--- src/rtl/pc_fetch_ctrl_pkg.sv ---
// pc_fetch_ctrl_pkg: shared constants and FSM state encoding for the fetch-stage PC unit
package pc_fetch_ctrl_pkg;
    localparam logic [31:0] DEF_RESET_PC = 32'hBFC0_0000;
    localparam logic [31:0] DEF_PC_STEP  = 32'd4;
    localparam logic [31:0] EXC_VECTOR   = 32'hBFC0_0380;
    typedef enum logic {SEQ = 1'b0, HOLD = 1'b1} fetch_state_t;
endpackage

--- src/rtl/pc_fetch_ctrl.sv ---
// pc_fetch_ctrl: fetch-stage PC register, next-PC select, redirect buffering and imem request
//  clk, resetn (async active low)
//  stall_f, inst_addr_ok            : advance qualifiers
//  branch_d/taken_d/branch_target_d : ID-stage conditional branch
//  jump_d/jump_target_d             : ID-stage jump (wins over branch)
//  flush_exc/exc_target             : exception/ERET redirect
//  inst_req, pc_f, pc_plus4_f       : imem request and address
//  in_delayslot_f                   : instruction at pc_f is a delay slot
//  redirect_pending                 : a redirect is buffered waiting for fetch to advance
//  adel_f                           : misaligned fetch flag, only with PC_ALIGN_CHECK_EN defined
module pc_fetch_ctrl
    import pc_fetch_ctrl_pkg::*;
#(
    parameter logic [31:0] RESET_PC = DEF_RESET_PC,
    parameter logic [31:0] PC_STEP  = DEF_PC_STEP
) (
    input  logic        clk,
    input  logic        resetn,
    input  logic        stall_f,
    input  logic        inst_addr_ok,
    input  logic        branch_d,
    input  logic        taken_d,
    input  logic [31:0] branch_target_d,
    input  logic        jump_d,
    input  logic [31:0] jump_target_d,
    input  logic        flush_exc,
    input  logic [31:0] exc_target,
`ifdef PC_ALIGN_CHECK_EN
    output logic        adel_f,
`endif
    output logic        inst_req,
    output logic [31:0] pc_f,
    output logic [31:0] pc_plus4_f,
    output logic        in_delayslot_f,
    output logic        redirect_pending
);
    fetch_state_t state_q, state_n;
    logic [31:0]  pc_n, pend_q, pend_n, redir_tgt;
    logic         started_q, ds_q, ds_n, redir, advance, req_raw;

    assign req_raw = started_q & ~flush_exc;
`ifdef PC_ALIGN_CHECK_EN
    // A misaligned PC raises adel_f and suppresses the request, so the PC freezes until an exception redirect
    assign adel_f   = (pc_f[1:0] != 2'b00) & req_raw;
    assign inst_req = req_raw & ~adel_f;
`else
    assign inst_req = req_raw;
`endif
    assign pc_plus4_f       = pc_f + PC_STEP;
    assign advance          = inst_req & inst_addr_ok & ~stall_f;
    assign redir            = (branch_d & taken_d) | jump_d;
    assign redir_tgt        = jump_d ? jump_target_d : branch_target_d;
    assign redirect_pending = state_q == HOLD;
    // The delay slot sits at pc_f while its branch/jump is in ID; stays flagged until that slot issues
    assign in_delayslot_f   = ds_q | branch_d | jump_d;
    assign ds_n             = (flush_exc | advance) ? 1'b0 : in_delayslot_f;

    always_comb begin
        state_n = state_q;
        pc_n    = pc_f;
        pend_n  = pend_q;
        if (flush_exc) begin
            pc_n    = exc_target;
            state_n = SEQ;
        end else if (state_q == HOLD) begin
            if (advance) begin
                pc_n    = pend_q;
                state_n = SEQ;
            end
        end else if (redir) begin
            if (advance) begin
                pc_n = redir_tgt;
            end else begin
                pend_n  = redir_tgt;
                state_n = HOLD;
            end
        end else if (advance) begin
            pc_n = pc_plus4_f;
        end
    end

    always_ff @(posedge clk or negedge resetn) begin
        if (!resetn) begin
            state_q   <= SEQ;
            pc_f      <= RESET_PC;
            pend_q    <= '0;
            ds_q      <= 1'b0;
            started_q <= 1'b0;
        end else begin
            state_q   <= state_n;
            pc_f      <= pc_n;
            pend_q    <= pend_n;
            ds_q      <= ds_n;
            started_q <= 1'b1;
        end
    end
endmodule

--- config.mk ---
export PLATFORM = sky130hd
export DESIGN_NAME = pc_fetch_ctrl
export DESIGN_NICKNAME = d
export VERILOG_FILES = /design/src/rtl/pc_fetch_ctrl_pkg.sv /design/src/rtl/pc_fetch_ctrl.sv
export SDC_FILE = /design/constraint.sdc
export NUM_CORES = 1
export LEC_CHECK = 0
export BUFFER_PORTS_ARGS = -buffer_cell sky130_fd_sc_hd__buf_2
export CELL_PAD_IN_SITES_DETAIL_PLACEMENT = 2
export CELL_PAD_IN_SITES_GLOBAL_PLACEMENT = 2
export CORE_ASPECT_RATIO = 1.1
export CORE_MARGIN = 4
export CORE_UTILIZATION = 28
export CTS_BUF_LIST = sky130_fd_sc_hd__clkbuf_4 sky130_fd_sc_hd__clkbuf_8 sky130_fd_sc_hd__clkbuf_16
export CTS_CLUSTER_SIZE = 20
export DETAILED_ROUTE_END_ITERATION = 10
export GPL_TIMING_DRIVEN = 0
export PLACE_DENSITY = 0.91
export SKIP_LAST_GASP = 1
export SYNTH_ARGS = -nofsm -noshare
export SYNTH_HDL_FRONTEND = slang
export SYNTH_SLANG_ARGS = --single-unit
--- constraint.sdc ---
create_clock -name clk -period 2.9 [get_ports clk]
set_input_delay 0.87 -clock clk [delete_from_list [all_inputs] [get_ports clk]]
set_output_delay 0.87 -clock clk [all_outputs]
set_load 0.03 [all_outputs]
==> results of run 1 <==
-- registers in the layout, indices dropped and copies added (netlist names) --
name and cells:
pend_q 32, ds_q 1, redirect_pending 1, pc_f 32
started_q 1
-- worst max-delay path: cells and delay by family, from the launching register on --
family	cells	cell delay, ns
AND/OR/NAND/NOR	3	0.80
flip-flops	1	0.63
XOR/XNOR	1	0.30
buffers and inverters	1	0.18
-- per-stage QoR --
step | power (mW) | instance area [sq um] | setup slack (ns) | hold WS (ns)
final | 3.99 | 6820 | -0.264 | 0.539
after global routing | 4.08 | 6810 | -0.268 | 0.575
after CTS | 3.68 | 6470 | -0.100 | 0.543
after detailed placement | 2.39 | 5720 | -0.686 | 0.529
after global placement | 2.30 | 5720 | -0.676 | 0.504
after floorplan | 1.93 | 4630 | 0.00648 | 0.487
-- cells by family after synthesis --
kind of cell | count (synthesis)
simple gates | 176
compound gates | 172
flops | 67
buf+inv | 52
mux | 35
xor+xnor | 28
fa+ha+maj | 1
other cells | 1
-- how the worst min path moves through the flow --
| stage | cells past startpoint | start | slack [ns] | end |
|---|---|---|---|---|
| 2_1_floorplan | 2 | pend_q[22]$_DFFE_PN0P_ | 0.49 | pend_q[22]$_DFFE_PN0P_ |
| 3_3_place_gp | 2 | pend_q[19]$_DFFE_PN0P_ | 0.50 | pend_q[19]$_DFFE_PN0P_ |
| 3_5_place_dp | 2 | pend_q[1]$_DFFE_PN0P_ | 0.53 | pend_q[1]$_DFFE_PN0P_ |
| 4_1_cts | 2 | pend_q[1]$_DFFE_PN0P_ | 0.54 | pend_q[1]$_DFFE_PN0P_ |
| 5_1_grt | 2 | pend_q[1]$_DFFE_PN0P_ | 0.58 | pend_q[1]$_DFFE_PN0P_ |
| 6_report | 2 | pend_q[1]$_DFFE_PN0P_ | 0.54 | pend_q[1]$_DFFE_PN0P_ |
-- final cells by class --
type                            instances  area [sq um]
Fill cell                            1736          8980
Multi-Input combinational cell        413          2940
Sequential cell                        67          1710
Timing Repair Buffer                  222          1370
Tap cell                              200           250
Clock buffer                            9           225
Buffer                                 43           206
Clock inverter                          7          77.6
Inverter                                8          30.0
Antenna cell                            4          10.0
-- power groups by stage --
stage | registers [mW] | logic [mW] | clock network (mW)
CTS | 1.27 | 1.24 | 1.17
detailed placement | 1.28 | 1.11 | 0
floorplan | 1.34 | 0.593 | 0
finish | 1.31 | 1.43 | 1.25
global placement | 1.26 | 1.05 | 0
global route | 1.32 | 1.48 | 1.29
-- what timing repair did --
action                                  CTS  global route
resized for setup                        67            45
endpoints found under the setup margin   54            29
buffers inserted                         30            24
pin swaps                                19            19
-- per-layer routing --
metal,vias up,GRT usage,routed length [microns]
met5,-,0,0
li1,2407,-,-
met1,3136,0.382,11800
met2,509,0.547,15700
met4,0,0.199,2470
met3,186,0.0768,2870
-- placed cells by master, fill, tap and decap left out, types with 4 or more instances in the layout --
cell        Yosys  routed
buf_2           3     149
nor2_1         71      67
buf_4           4      62
a21oi_1        59      59
dfrtp_1        58      41
nand2_1        44      38
mux2i_1        34      34
o21ai_0        29      29
clkbuf_1       31      21
buf_6           1      20
dfrtp_2         0      17
a221oi_1       13      13
xnor2_2         0      12
nand3_1        16      10
a31o_2          9       9
o22ai_1         9       9
clkbuf_16       0       9
dfstp_2         9       9
inv_1           8       8
o21a_1          8       8
nand4_1         7       7
a31oi_1         7       7
xnor2_1        20       6
clkbuf_2        0       6
a221o_1         6       6
nand3_4         2       5
xor2_1          8       5
nor3_1          9       5
buf_1           5       5
a211oi_1        5       5
o211ai_1        5       5
diode_2         0       4
nand2_2         0       4
nor4_4          2       4
nor2_2          0       4
and3_1          4       4
or3_1           4       4
clkinvlp_4      0       4
==> impl_metrics.json, run 1 <==
{
  "synthAdderAreaFrac": 0.00277,
  "cts_made_buffers": 9,
  "dp_hpwl_microns": 18200,
  "synth_compound_area_frac": 0.247,
  "hold_class": "flip-flop to flip-flop",
  "hold_viol_final": 0,
  "io_buffers": 168,
  "firstDrtPassIters": 5,
  "avgSynthCellArea_sq_um": 8.50,
  "ys_ff_latch": 67,
  "slew_viol_final": 0,
  "ir_worst_vdd_mv": 0.411,
  "clk_path_buf_depth": 2,
  "clkTransAtPathRegs_ns": 0.07,
  "clkPwrFrac": 0.314,
  "routed_via_density": 6.41,
  "grt_antenna_before_repair": 1,
  "vias": 6238,
  "synthCells": 532,
  "ios": 171,
  "finalNetCount": 869,
  "powerDensity_nw_per_um2": 586,
  "drv_cap": 0,
  "cts.sinks": 67,
  "die_area_sq_um": 18200,
  "gp_congestion": 0.884,
  "dp.cells": 900,
  "grt_pass1_wl_microns": 44400,
  "setup_ws_ns": -0.264,
  "coreArea_sq_um": 15800,
  "syn_area_sq_um": 4520,
  "grt_max_degree": 68,
  "num_rows": 48,
  "drc": 0,
  "clk_latency_ns": 0.38,
  "period_share": 1.09,
  "synth_edf_count": 0,
  "htreeDepth": 3,
  "slowest_stage": "dfstp_2",
  "initial_core_util": 0.286,
  "synth.area.top_cells": "dfrtp_1, mux2i_1, a21oi_1",
  "fin_util": 0.432,
  "fmax_ghz": 0.316,
  "r2r_cells": 7,
  "critPathCapture": "pc_plus4_f[31]",
  "synth_common_cells": "nor2_1, a21oi_1, dfrtp_1",
  "setup-tns-final_ns": -2.81,
  "violations": "setup timing",
  "rsz0062_at_grt": "yes",
  "power_frac_seq": 0.329,
  "crit_arrival_ns": 2.29,
  "path_max_fanout": 4,
  "first_global_vias": 6708,
  "synth_area_leader_cell": "dfrtp_1",
  "synth_fp_nets": 637,
  "synth_top_family_by_area": "compound AO/OA/AOI/OAI gates",
  "grt_usage": 0.329,
  "fin_crit_ns": 3.16,
  "drt_iter0_markers": 737,
  "synth-simple-area-share": 0.194,
  "rrSetupSlack_ns": -0.04,
  "grt-ovfl-total": 0,
  "cts_hold_buffers": 0,
  "p_switching_mw": 1.72,
  "path_cells": "nand2_1, nor4_4, nand4_1, xnor2_2, buf_6",
  "cts_tree": "done",
  "die_w_microns": 129,
  "synth_xor_area_frac": 0.0542,
  "reg2reg_to": "pc_f[15]$_DFFE_PN0P_",
  "wl_per_cell_microns": 33.8,
  "yosys.cell_types.count": 56,
  "synth_top_area_share": 0.321,
  "crit_type": "flip-flop to output port",
  "end_kind": "output port",
  "p_int_mw": 2.27,
  "maxSlewHeadroom": 0.363,
  "ant_nets": 0,
  "cp.required_ns": 2.03,
  "setup_violations": 24,
  "crit_start": "pc_f[28]$_DFFE_PN1P_",
  "pwr-share-comb": 0.357,
  "synth.area.mux_share": 0.0786,
  "die_h_microns": 141,
  "async_flop_share": 1.00,
  "rr_startpoint": "redirect_pending$_DFF_PN0_",
  "area_delta_synth_final_pct": 50.8,
  "finClkSkew_ns": 0.0164,
  "ys.warnings.count": 0,
  "drive_above_1_share": 0.442,
  "worstMarginPinSlew_ns": 0.956,
  "ys_seq_area_frac": 0.373,
  "ys.flop_type": "dfrtp_1",
  "cts_root_buffer": "clkbuf_16",
  "status": "finished with violations",
  "swShare": 0.431,
  "leakage_nw": 3.08,
  "synth_most_common_cell": "nor2_1",
  "routed_wl_microns": 32900,
  "cp-start-kind": "flip-flop",
  "fin_cells": 973,
  "slowest_delay_ns": 0.63
}
(Power assumes the default switching activity.)
==> run 2: changes to the inputs <==
--- a/config.mk
+++ b/config.mk
@@ -9,12 +9,11 @@
 export CELL_PAD_IN_SITES_DETAIL_PLACEMENT = 2
 export CELL_PAD_IN_SITES_GLOBAL_PLACEMENT = 2
 export CORE_ASPECT_RATIO = 1.1
-export CORE_MARGIN = 4
+export CORE_MARGIN = 10
 export CORE_UTILIZATION = 28
 export CTS_BUF_LIST = sky130_fd_sc_hd__clkbuf_4 sky130_fd_sc_hd__clkbuf_8 sky130_fd_sc_hd__clkbuf_16
 export CTS_CLUSTER_SIZE = 20
 export DETAILED_ROUTE_END_ITERATION = 10
-export GPL_TIMING_DRIVEN = 0
 export PLACE_DENSITY = 0.91
 export SKIP_LAST_GASP = 1
 export SYNTH_ARGS = -nofsm -noshare
==> run 2 against run 1 <==
The run still ends with setup timing left; routed wire length shrank 15%; sequential share of layout area up 0.46 points; setup slack better by 0.090 ns; via count is 9.1% lower; design area down 2.1%; die area grew 19%; non-clock buffer count decreased by 23; sequential power fell by 4%; clock skew fell by 0.0092 ns; final cell count fell by 2.8%; largest cell class unchanged; largest power group unchanged.
==> impl_metrics.json, run 2 (synthesized netlist as in run 1, its figures left out) <==
{
  "fmax_ghz": 0.325,
  "swShare": 0.391,
  "clkPwrFrac": 0.308,
  "status": "finished with violations",
  "grt_usage": 0.232,
  "layout_commonest_cell": "buf_2",
  "coreArea_sq_um": 15800,
  "rrSetupSlack_ns": 0.56,
  "finalPower_mw": 3.78,
  "drive_above_1_share": 0.444,
  "rr_startpoint": "started_q$_DFF_PN0_",
  "clkTransAtPathRegs_ns": 0.06,
  "p_int_mw": 2.30,
  "io_buffers": 170,
  "crit_type": "flip-flop to output port",
  "hold_class": "flip-flop to flip-flop",
  "area_delta_synth_final_pct": 47.6,
  "final_cell_mix": "buf_2, buf_4, nor2_1, a21oi_1, dfrtp_1",
  "period_share": 1.06,
  "stdcell_area_sq_um": 6680,
  "use_met3": 0.0548,
  "clk_latency_ns": 0.34,
  "fin_crit_ns": 3.07,
  "drt_iter0_markers": 481,
  "holdPathStages": 2,
  "grt_antenna_before_repair": 1,
  "grt-busiest-layer": "met2",
  "ir_worst_vdd_mv": 0.337,
  "largestRegisters": "pc_f x32, pend_q x32",
  "end_kind": "output port",
  "finalNetCount": 846,
  "setup_ws_ns": -0.173,
  "ant_nets": 0,
  "p_switching_mw": 1.48,
  "grt-ovfl-total": 0,
  "first_global_vias": 6253,
  "wl_per_cell_microns": 29.4,
  "hold_start": "pend_q[30]$_DFFE_PN0P_",
  "cts_hold_buffers": 0,
  "cts_made_buffers": 9,
  "r2r_cells": 5,
  "cp.required_ns": 2.03,
  "vias": 5668,
  "die_w_microns": 141,
  "worstMarginPinSlew_ns": 1.01,
  "grt_use_met2": 0.407,
  "hold_viol_final": 0,
  "powerDensity_nw_per_um2": 566,
  "rsz0062_at_grt": "yes",
  "die_h_microns": 153,
  "drv_cap": 0,
  "ios": 171,
  "cts_root_buffer": "clkbuf_16",
  "drc": 0,
  "crit_start": "pc_f[8]$_DFFE_PN0P_",
  "leakage_nw": 3.06,
  "use_met1": 0.254,
  "maxSlewHeadroom": 0.317,
  "path_max_fanout": 5,
  "hold_path_end": "pend_q[30]$_DFFE_PN0P_",
  "gp_congestion": 0.881,
  "grt_pass1_wl_microns": 39400,
  "placed_area_sq_um": 5770,
  "cts.sinks": 67,
  "crit_arrival_ns": 2.20,
  "setup_violations": 16,
  "num_rows": 48,
  "power_frac_seq": 0.334,
  "pwr-share-comb": 0.358,
  "htreeDepth": 3,
  "slew_viol_final": 0,
  "finClkSkew_ns": 0.00718,
  "clk_path_buf_depth": 2,
  "cts_tree": "done",
  "reg2reg_to": "pc_f[15]$_DFFE_PN0P_",
  "routed_wl_microns": 27800,
  "cp-start-kind": "flip-flop",
  "dp_hpwl_microns": 17100,
  "n_antenna_cell": 0,
  "violations": "setup timing",
  "initial_core_util": 0.286,
  "grt_max_degree": 59,
  "firstDrtPassIters": 4,
  "die_area_sq_um": 21600,
  "routed_via_density": 5.99
}
[run 2: worst max path at each step]
stage,slack [ns],to,cells past startpoint
6_report,-0.17,pc_plus4_f[26],6
5_1_grt,-0.21,pc_plus4_f[24],6
4_1_cts,-0.12,pc_plus4_f[22],7
3_5_place_dp,0.04,pc_plus4_f[22],7
3_3_place_gp,0.11,pc_plus4_f[22],7
2_1_floorplan,0.006,pc_plus4_f[22],5
[run 2: worst max-delay path, cell delays in order (launching register included)]
cell and delay (ns):
dfrtp_2 0.42, nand2_1 0.22, nor4_4 0.40, buf_6 0.19
nand3_1 0.17, xnor2_2 0.25, buf_4 0.21
[run 2: stage by stage]
stage,setup TNS [ns],utilization,std cells,hold WS (ns),setup slack (ns)
2_1_floorplan,0,-,532,0.487,0.00648
4_1_cts,-0.690,0.402,923,0.538,-0.120
6_report,-1.00,0.423,946,0.531,-0.173
3_5_place_dp,0,0.365,883,0.523,0.0353
3_3_place_gp,0,0.365,883,0.502,0.106
5_1_grt,-2.16,0.423,946,0.566,-0.208
[run 2: timing repair]
action / 4_1_cts / 5_1_grt
setup buffers: 23 / 23
cloned: 1 / 0
endpoints found under the setup margin: 22 / 21
gates resized for setup: 36 / 33
pin swaps: 12 / 8
hold endpoints to repair: 0 / 0
[run 2: area by class of cell]
type / instances / area (sq um)
timing repair buffer: 242 / 1530
tap: 200 / 250
clock inverter: 3 / 40.0
inverter: 8 / 30.0
sequential: 67 / 1700
multi-input combinational: 413 / 2860
clock buffer: 13 / 255
fill: 1757 / 9120
[run 2: per-layer routing]
layer  routed length (microns)  part of all wire  vias up
li1                          -                 -     2358
met1                     10400              0.37     2909
met2                     14200              0.51      295
met3                      1770             0.064      106
met4                      1520             0.055        0
met5                         0                 0        -
[run 2: power groups by stage]
stage | Combinational [mW] | Sequential (mW) | Clock, mW
CTS | 1.22 | 1.24 | 1.14
detailed placement | 1.11 | 1.27 | 0
global route | 1.43 | 1.27 | 1.21
finish | 1.35 | 1.26 | 1.16
global placement | 1.06 | 1.24 | 0
floorplan | 0.593 | 1.34 | 0
